<file path="config.mk">
export PLATFORM = sky130hd
export DESIGN_NAME = mul_div_unit
export DESIGN_NICKNAME = d
export VERILOG_FILES = /design/src/rtl/mul_div_unit.sv
export SDC_FILE = /design/constraint.sdc
export NUM_CORES = 1
export LEC_CHECK = 0
export CAP_MARGIN = 20
export CELL_PAD_IN_SITES_DETAIL_PLACEMENT = 2
export CELL_PAD_IN_SITES_GLOBAL_PLACEMENT = 2
export CORE_ASPECT_RATIO = 0.5
export CORE_MARGIN = 2
export CORE_UTILIZATION = 37
export CTS_CLUSTER_SIZE = 24
export DETAILED_ROUTE_END_ITERATION = 10
export MAX_ROUTING_LAYER = met4
export PLACE_DENSITY = 0.87
export SYNTH_ARGS = -nofsm -noshare
export SYNTH_HDL_FRONTEND = slang
export SYNTH_SLANG_ARGS = --single-unit
export TNS_END_PERCENT = 5
</file>
<file path="constraint.sdc">
create_clock -name clk -period 8.9 [get_ports clk]
set_clock_uncertainty 0.15 [all_clocks]
set_input_delay 1.78 -clock clk [delete_from_list [all_inputs] [get_ports clk]]
set_output_delay 1.78 -clock clk [all_outputs]
set_load 0.005 [all_outputs]
</file>
<file path="src/rtl/mul_div_unit.sv">
// mul_div_unit: iterative MIPS multiply/divide unit holding the architectural HI/LO registers.
// Define MDU_MADD_EN to enable MADD/MADDU (ops 4/5), which accumulate the product into {HI,LO}.
module mul_div_unit #(
    parameter int unsigned WIDTH = 32
) (
    input  logic             clk,
    input  logic             rst,
    input  logic             start,
    input  logic [2:0]       op,
    input  logic [WIDTH-1:0] a,
    input  logic [WIDTH-1:0] b,
    input  logic [1:0]       hilo_we,
    input  logic [WIDTH-1:0] hilo_wd,
    output logic             busy,
    output logic             done,
    output logic             div_zero,
    output logic [WIDTH-1:0] hi,
    output logic [WIDTH-1:0] lo
);

    localparam int unsigned CntW = $clog2(WIDTH + 1);
    localparam logic [CntW-1:0] LastCnt = CntW'(WIDTH - 1);

    localparam logic [2:0] OpMult = 3'd0;
    localparam logic [2:0] OpDiv  = 3'd2;
    localparam logic [2:0] OpDivu = 3'd3;
    localparam logic [2:0] OpMadd = 3'd4;
`ifdef MDU_MADD_EN
    localparam logic [2:0] OpMaddu = 3'd5;
`endif

    typedef enum logic [1:0] {StIdle, StRun, StFix} state_e;

    function automatic logic op_signed(input logic [2:0] o);
        return (o == OpMult) || (o == OpDiv) || (o == OpMadd);
    endfunction

    function automatic logic op_div(input logic [2:0] o);
        return (o == OpDiv) || (o == OpDivu);
    endfunction

    state_e                 state_q, state_d;
    logic [CntW-1:0]        cnt_q;
    logic [2:0]             op_q;
    logic [WIDTH-1:0]       a_q;
    logic [WIDTH-1:0]       mag_b_q;
    logic [2*WIDTH-1:0]     p_q;
    logic                   neg_prod_q;
    logic                   neg_rem_q;
    logic [WIDTH-1:0]       hi_q, lo_q;
    logic                   done_q;
    logic                   div_zero_q;

    logic                   op_legal;
    logic                   accept;
    logic                   a_neg, b_neg;
    logic [WIDTH-1:0]       a_mag, b_mag;

    logic [WIDTH:0]         mul_sum;
    logic [2*WIDTH-1:0]     mul_next;
    logic [WIDTH:0]         div_shift;
    logic [WIDTH:0]         div_diff;
    logic [2*WIDTH-1:0]     div_next;

    logic [2*WIDTH-1:0]     prod_fix;
    logic [WIDTH-1:0]       quo_fix, rem_fix;
    logic [WIDTH-1:0]       res_hi, res_lo;

`ifdef MDU_MADD_EN
    assign op_legal = (op <= OpMaddu);
`else
    assign op_legal = (op <= OpDivu);
`endif

    assign accept = (state_q == StIdle) && start && op_legal;

    // Both multiply and divide iterate on magnitudes; signs are fixed up in StFix.
    assign a_neg = op_signed(op) && a[WIDTH-1];
    assign b_neg = op_signed(op) && b[WIDTH-1];
    assign a_mag = a_neg ? -a : a;
    assign b_mag = b_neg ? -b : b;

    // p_q holds {partial product, remaining multiplier} or {remainder, dividend/quotient}.
    assign mul_sum  = {1'b0, p_q[2*WIDTH-1:WIDTH]} + {1'b0, (p_q[0] ? mag_b_q : '0)};
    assign mul_next = {mul_sum, p_q[WIDTH-1:1]};

    assign div_shift = {p_q[2*WIDTH-1:WIDTH], p_q[WIDTH-1]};
    assign div_diff  = div_shift - {1'b0, mag_b_q};
    assign div_next  = div_diff[WIDTH] ? {div_shift[WIDTH-1:0], p_q[WIDTH-2:0], 1'b0}
                                       : {div_diff[WIDTH-1:0], p_q[WIDTH-2:0], 1'b1};

    always_comb begin
        prod_fix = neg_prod_q ? -p_q : p_q;
        quo_fix  = neg_prod_q ? -p_q[WIDTH-1:0] : p_q[WIDTH-1:0];
        rem_fix  = neg_rem_q ? -p_q[2*WIDTH-1:WIDTH] : p_q[2*WIDTH-1:WIDTH];
        res_hi   = prod_fix[2*WIDTH-1:WIDTH];
        res_lo   = prod_fix[WIDTH-1:0];
        if (op_div(op_q)) begin
            if (mag_b_q == '0) begin
                res_hi = a_q;
                res_lo = '1;
            end else begin
                res_hi = rem_fix;
                res_lo = quo_fix;
            end
        end
`ifdef MDU_MADD_EN
        if ((op_q == OpMadd) || (op_q == OpMaddu)) begin
            {res_hi, res_lo} = {hi_q, lo_q} + prod_fix;
        end
`endif
    end

    always_comb begin
        state_d = state_q;
        unique case (state_q)
            StIdle:  if (accept) state_d = StRun;
            StRun:   if (cnt_q == LastCnt) state_d = StFix;
            StFix:   state_d = StIdle;
            default: state_d = StIdle;
        endcase
    end

    always_ff @(posedge clk or negedge rst) begin
        if (!rst) begin
            state_q    <= StIdle;
            cnt_q      <= '0;
            op_q       <= '0;
            a_q        <= '0;
            mag_b_q    <= '0;
            p_q        <= '0;
            neg_prod_q <= 1'b0;
            neg_rem_q  <= 1'b0;
        end else begin
            state_q <= state_d;
            if (accept) begin
                cnt_q      <= '0;
                op_q       <= op;
                a_q        <= a;
                mag_b_q    <= b_mag;
                p_q        <= {{WIDTH{1'b0}}, a_mag};
                neg_prod_q <= a_neg ^ b_neg;
                neg_rem_q  <= a_neg;
            end else if (state_q == StRun) begin
                cnt_q <= cnt_q + CntW'(1);
                p_q   <= op_div(op_q) ? div_next : mul_next;
            end
        end
    end

    always_ff @(posedge clk or negedge rst) begin
        if (!rst) begin
            hi_q       <= '0;
            lo_q       <= '0;
            done_q     <= 1'b0;
            div_zero_q <= 1'b0;
        end else begin
            done_q <= (state_q == StFix);
            if (state_q == StFix) begin
                hi_q <= res_hi;
                lo_q <= res_lo;
                if (op_div(op_q)) div_zero_q <= (mag_b_q == '0);
            end else if (state_q == StIdle) begin
                if (hilo_we[1]) hi_q <= hilo_wd;
                if (hilo_we[0]) lo_q <= hilo_wd;
            end
        end
    end

    assign busy     = (state_q != StIdle);
    assign done     = done_q;
    assign div_zero = div_zero_q;
    assign hi       = hi_q;
    assign lo       = lo_q;

endmodule

</file>
-- Word level (Yosys, flattened, before mapping)
Cells that the tools add are included.
W data, S select, Z words.
- register bits: 207
- input bits: 104
- word-level logic and storage cells: 75
- reduce and logical (&&, ||, !) cells: 19
- bitwise logic cells: 1
- magnitude comparators: 1
- add/sub/neg operators: 8
- equality and inequality tests: 9
- mux-type cells: 25
- operators with widths (operator ; number):
    $mux W32 ; 15
    $mux W64 ; 5
    $neg A32 Y32 ; 4
    $neg A64 Y64 ; 1
    $add A32 B32 Y33 ; 1
    $sub A33 B32 Y33 ; 1
    $logic_not A32 Y1 ; 1
    $mux W6 ; 2
    $reduce_bool A2 Y1 ; 5
    $eq A3 B2 Y1 const B ; 3
    $reduce_and A2 Y1 ; 4
    $add A6 B1 Y6 const B ; 1
    $eq A6 B5 Y1 const B ; 1
    $logic_and A1 B1 Y1 ; 4
    $mux W2 ; 2
    $ne A2 B2 Y1 const B ; 2
    $pmux W2 S2 ; 1
    $eq A3 B3 Y1 const B ; 1
    $le A3 B2 Y1 const B ; 1
    $logic_not A3 Y1 ; 1
    $logic_or A1 B1 Y1 ; 3
    $eq A2 B1 Y1 const B ; 1
    $eq A2 B2 Y1 const B ; 1
    $logic_not A2 Y1 ; 1
    $xor A1 B1 Y1 ; 1

-- Depth between registers and ports, before layout
- depth after elaboration: 6
- mapped depth: 15

-- Worst setup path after synthesis
OpenSTA, ideal clock, no wires.
- path type: input to register
- from: input a[9]
- to: register p_q[31]
- buffers on the path: 0
- setup slack: 4464 ps
- cell stages on the path: 8
- arrival time: 4187 ps
- library setup time: 99 ps
- cell sequence: or4_1 > or2_2 > or4_1 > nor4_1 > nand2_1 > o41ai_1 > a21oi_1 > a311oi_1
- cells in the longest elaborated chain, start to end: 3
- RTL lines (what ; RTL line ; RTL):
    start: declaration ; 10 ; input logic [WIDTH-1:0] a,
    $neg A32 Y32 ; 80 ; assign a_mag = a_neg ? -a : a;
    $mux W32 ; 80 ;
    $mux W64 ; 136 ; if (accept) begin
    end signal: assignment ; 141 ; p_q <= {{WIDTH{1'b0}}, a_mag};
    end signal: assignment ; 146 ; p_q <= op_div(op_q) ? div_next : mul_next;
    end: declaration ; 47 ; logic [2*WIDTH-1:0] p_q;
No other way between the ends.
A chain may end at the register's enable or synchronous reset.

-- Final worst setup path
- from: input a[3]
- to: register p_q[31]
Same word-level chain as after synthesis.

==> results <==
- The clock-pin slew on the worst setup and hold paths is 70 ps.
- The die span in x is 301 um.
- The post-synthesis cell type with the largest combined area is dfrtp_1.
- In this run the power density over the cells is 431 mW/mm2.
- Entering global routing, the biggest net connects 102 pins.
- The proportion of netlist area held by the largest area contributor is 31.6%.
- Synthesis produced a netlist with a net count of 2319.
- Walking the worst path, the cells encountered are clkdlybuf4s50_1, nor4_1, nand2_1, or2_2, or4_1, nor4_1, nand2_1, o41ai_1, a21oi_1, a311oi_1.
- Using the TritonRoute via totals, the vias-per-cell ratio works out to 6.26.
- The endpoint of the worst hold-timing path is lo[22].
- The total buffers and inverters traversed by the critical path is 1.
- The endpoint identified for the worst register-to-register timing path is hi[18].
- The start-to-end type of the worst setup path is input pin to flip-flop.
- Data arrives at the worst endpoint at 5320 ps.
- The setup slack of the critical path after layout is 3900 ps.
- For this run, the leading register cell type out of synthesis is dfrtp_1.
- The part of the power in combinational logic is 62.1%.
- The final-layout fill cell count is 4940.
- The initialized floorplan defines 54 standard-cell rows.
- The number of hold violations in the final report is 0.
- The source of the worst register-to-register timing path is p_q[0].
- The slack of the worst reg-to-reg path is 3960 ps.
- Ranked by instance count, the synthesized netlist is headed by nand2_1, o21ai_0, dfrtp_1.
- Yosys printed 0 warnings.
- The share of total power dissipated in sequential elements is 25.8%.
- The number of standard cells after synthesis is 2144.
- The floorplan die height is 152 um.
- The largest individual stage delay along the critical path comes from the cell clkdlybuf4s50_1.
- In this run the tightest slew margin relative to its limit is 22.6%.
- Of the available clock period, the critical path in the final layout requires 56.1%.
- The category of the worst setup path launch point is an input pin.
- Counting flops with a built-in enable in the synthesized netlist gives 0.
- After legalization and detailed placement, the total HPWL measured 54500 um.
- The clock share of power is 12.1%.
- The initial utilization of the core area, before any placement, comes to 37.4%.
- VDD sags by at most 0.205 mV.
- The share of post-route cells with drive strength above 1 is 4.39%.
- The count of port buffers added during placement is 170.
- In this run the worst path has a maximum fanout of 6.
- The tool flagged a number of max-cap violations equal to 0.
- Setup violations remaining at the end of the flow were counted as 0.
- For this run, the slowest stage of the critical path takes 530 ps.
- In this run the most critical hold path is launched from lo[22].
- The floorplan step defined a die boundary enclosing 0.0458 mm2.
- The final core area utilization is 44.1%.
- In this run the post-CTS setup repair buffer count came out at 0.
- A synthesized cell averages 7.60 um2.
- The number of antenna violations at the first check in global routing came to 3.
- Of the synthesized area, sequential elements account for 31.6%.
- The share of total power consumed by net switching is 52.4%.
- The fraction of synthesis flops using an asynchronous set or reset pin is 100%.
- STA classifies the critical path endpoint as a flip-flop.
- The number of nets in the layout is 2395.
- The number of gates resized after CTS was 0.
- In this run the standard cell core region covers 0.0435 mm2.
- In the final routed layout, each cell accounts on average for 26.7 um.
- The static leakage power is 7.87 nW.
- Prior to clock tree synthesis, the placed netlist has a worst setup slack of 3410 ps.
- The area growth from synthesis to layout is 17.8%.
- After synthesis, the cell types taking the most area are dfrtp_1, nand2_1, o21ai_0.
- The internal portion of total power is 3.94 mW.
- The number of sinks on the clock net is 206.
- The number of global-route vias before repair is 18600.
- The power spent charging and discharging nets is 4.34 mW.
- The worst hold path belongs to the class flip-flop to flip-flop.
- For the pin with the worst max-slew slack, the measured transition is 1150 ps.
- The clock root buffer is clkbuf_16.
- Global routing used 32.9% of the available tracks.
- Subtracting the final worst setup slack from the clock period gives 5000 ps.
- The count of nets left with antenna violations once routing finished came out at 0.
- Global routing finished with a remaining overflow of 0.
- The number of H-tree branching levels is 1.
- The boundary pin count is 171.
- The worst setup path startpoint is a[3].
- The most common cell in the synthesized netlist is nand2_1.
- The worst path required time is 9220 ps.
- The number of storage elements in the synthesis netlist is 206.
- At the later pin of the worst-skew pair, clock insertion delay measures 570 ps.
- Setup total negative slack on the finished layout was measured at 0 ps.
- The final weighted congestion of routability-driven global placement is 0.924.
- The hold buffer count at cts is 0.
- Setup repair after global routing left no endpoint under its margin.
- TritonCTS built the clock tree.
- After detailed routing, the number of remaining DRC violations is 0.
- The cell family contributing the most delay on the critical path is simple AND/OR/NAND/NOR gates.
- For this run, the top clock speed supported by timing is 0.200 GHz.
- The count of pins over their slew limit was 0.
- The run finished with clean final reports.
- The routed wire length is 75300 um.
- Counting along the longest clock path gives a buffer depth of 3.
- The iteration-0 DRC count of the detailed router is 1481.
- The first global-routing pass estimated 115000 um of wire.
- The netlist area before placement is 0.0163 mm2.
- The worst-case reg-to-reg path depth is 11.
- The routed layout has 17700 vias.
- The total CTS buffers is 23.
- In this run, distinct cell masters in the synthesized netlist total 74.
- The worst hold path depth is 2.
- The first TritonRoute pass finished after 7 iterations.
## through the flow
step	instance area [um2]	instances	power [mW]	hold slack [ps]
after floorplan	16300	2144	5.14	290
after global placement	18400	2782	6.80	312
after detailed placement	18400	2782	7.10	323
after CTS	19200	2821	8.18	336
after global routing	19200	2824	8.81	357
final	19200	2824	8.28	330
## state kept, by name, indices dropped and copies added, names as in the netlist
name / cells
div_zero: 1
done: 1
state_q: 2
mag_b_q: 32
cnt_q: 6
lo: 32
a_q: 32
neg_rem_q: 1
p_q: 64
neg_prod_q: 1
op_q: 2
hi: 32
## cells by family after synthesis
logic type	Yosys count	share of synthesized area [%]
muxes	28	1.74
adders and majority gates	71	5.55
AOI/OAI and AO/OA	722	27.1
and+or+nand+nor	764	21.2
xor gates and xnor gates	149	8.01
buffers and inverters	204	4.75
DFF	206	31.6
## placed cells by master (no fill, tap or decap), types with 27 or more instances in the layout
master	count
ha_1	69
inv_1	60
o21ai_0	236
clkdlybuf4s50_1	169
nor4_1	33
o22ai_1	37
nand3_1	48
a21o_1	30
nand2_1	366
o31ai_1	27
a31oi_1	35
nor3_1	28
xnor2_1	90
xor2_1	58
nor2_1	148
dfrtp_1	206
a21oi_1	173
o211ai_1	38
## power by group through the flow
stage | Clock [mW] | Combinational (mW) | Sequential, mW
6_report | 1.00 | 5.14 | 2.14
3_3_place_gp | 0 | 4.73 | 2.07
3_5_place_dp | 0 | 4.99 | 2.11
4_1_cts | 1.01 | 5.07 | 2.11
5_1_grt | 1.04 | 5.59 | 2.18
2_1_floorplan | 0 | 3.42 | 1.72
## worst min-delay path, cell delays in order (launching register included)
cell and delay, ps:
dfrtp_1 340, nand2_1 50, o21ai_0 60
## how the worst max path moves through the flow
stage | to | slack (ps) | cells past startpoint
floorplan | p_q[31] | 4460 | 8
global placement | p_q[31] | 3690 | 10
CTS | p_q[31] | 3970 | 10
detailed placement | p_q[31] | 3410 | 10
finish | p_q[31] | 3900 | 10
global route | p_q[31] | 3610 | 10
## layout make-up
cell class              instances  area, um2  area share (%)
clock inverters                 7       77.6           0.404
inverters                      61        229            1.19
well taps                     588        736            3.83
clock buffers                  32        649            3.38
diodes                          2       5.00          0.0261
repair buffers                194       1910            9.93
flip-flops and latches        206       5150            26.9
multi-input cells            1734      10400            54.4
## metal layers
| layer | vias to the layer above | global-route usage, % | routed length, um |
|---|---|---|---|
| li1 | 7862 | - | - |
| met3 | 125 | 3.64 | 4000 |
| met2 | 584 | 52.4 | 35200 |
| met1 | 9094 | 43.3 | 33400 |
| met4 | 0 | 11.8 | 2700 |
| met5 | - | - | 0 |
Note: power is estimated with default switching activity, not from simulation.
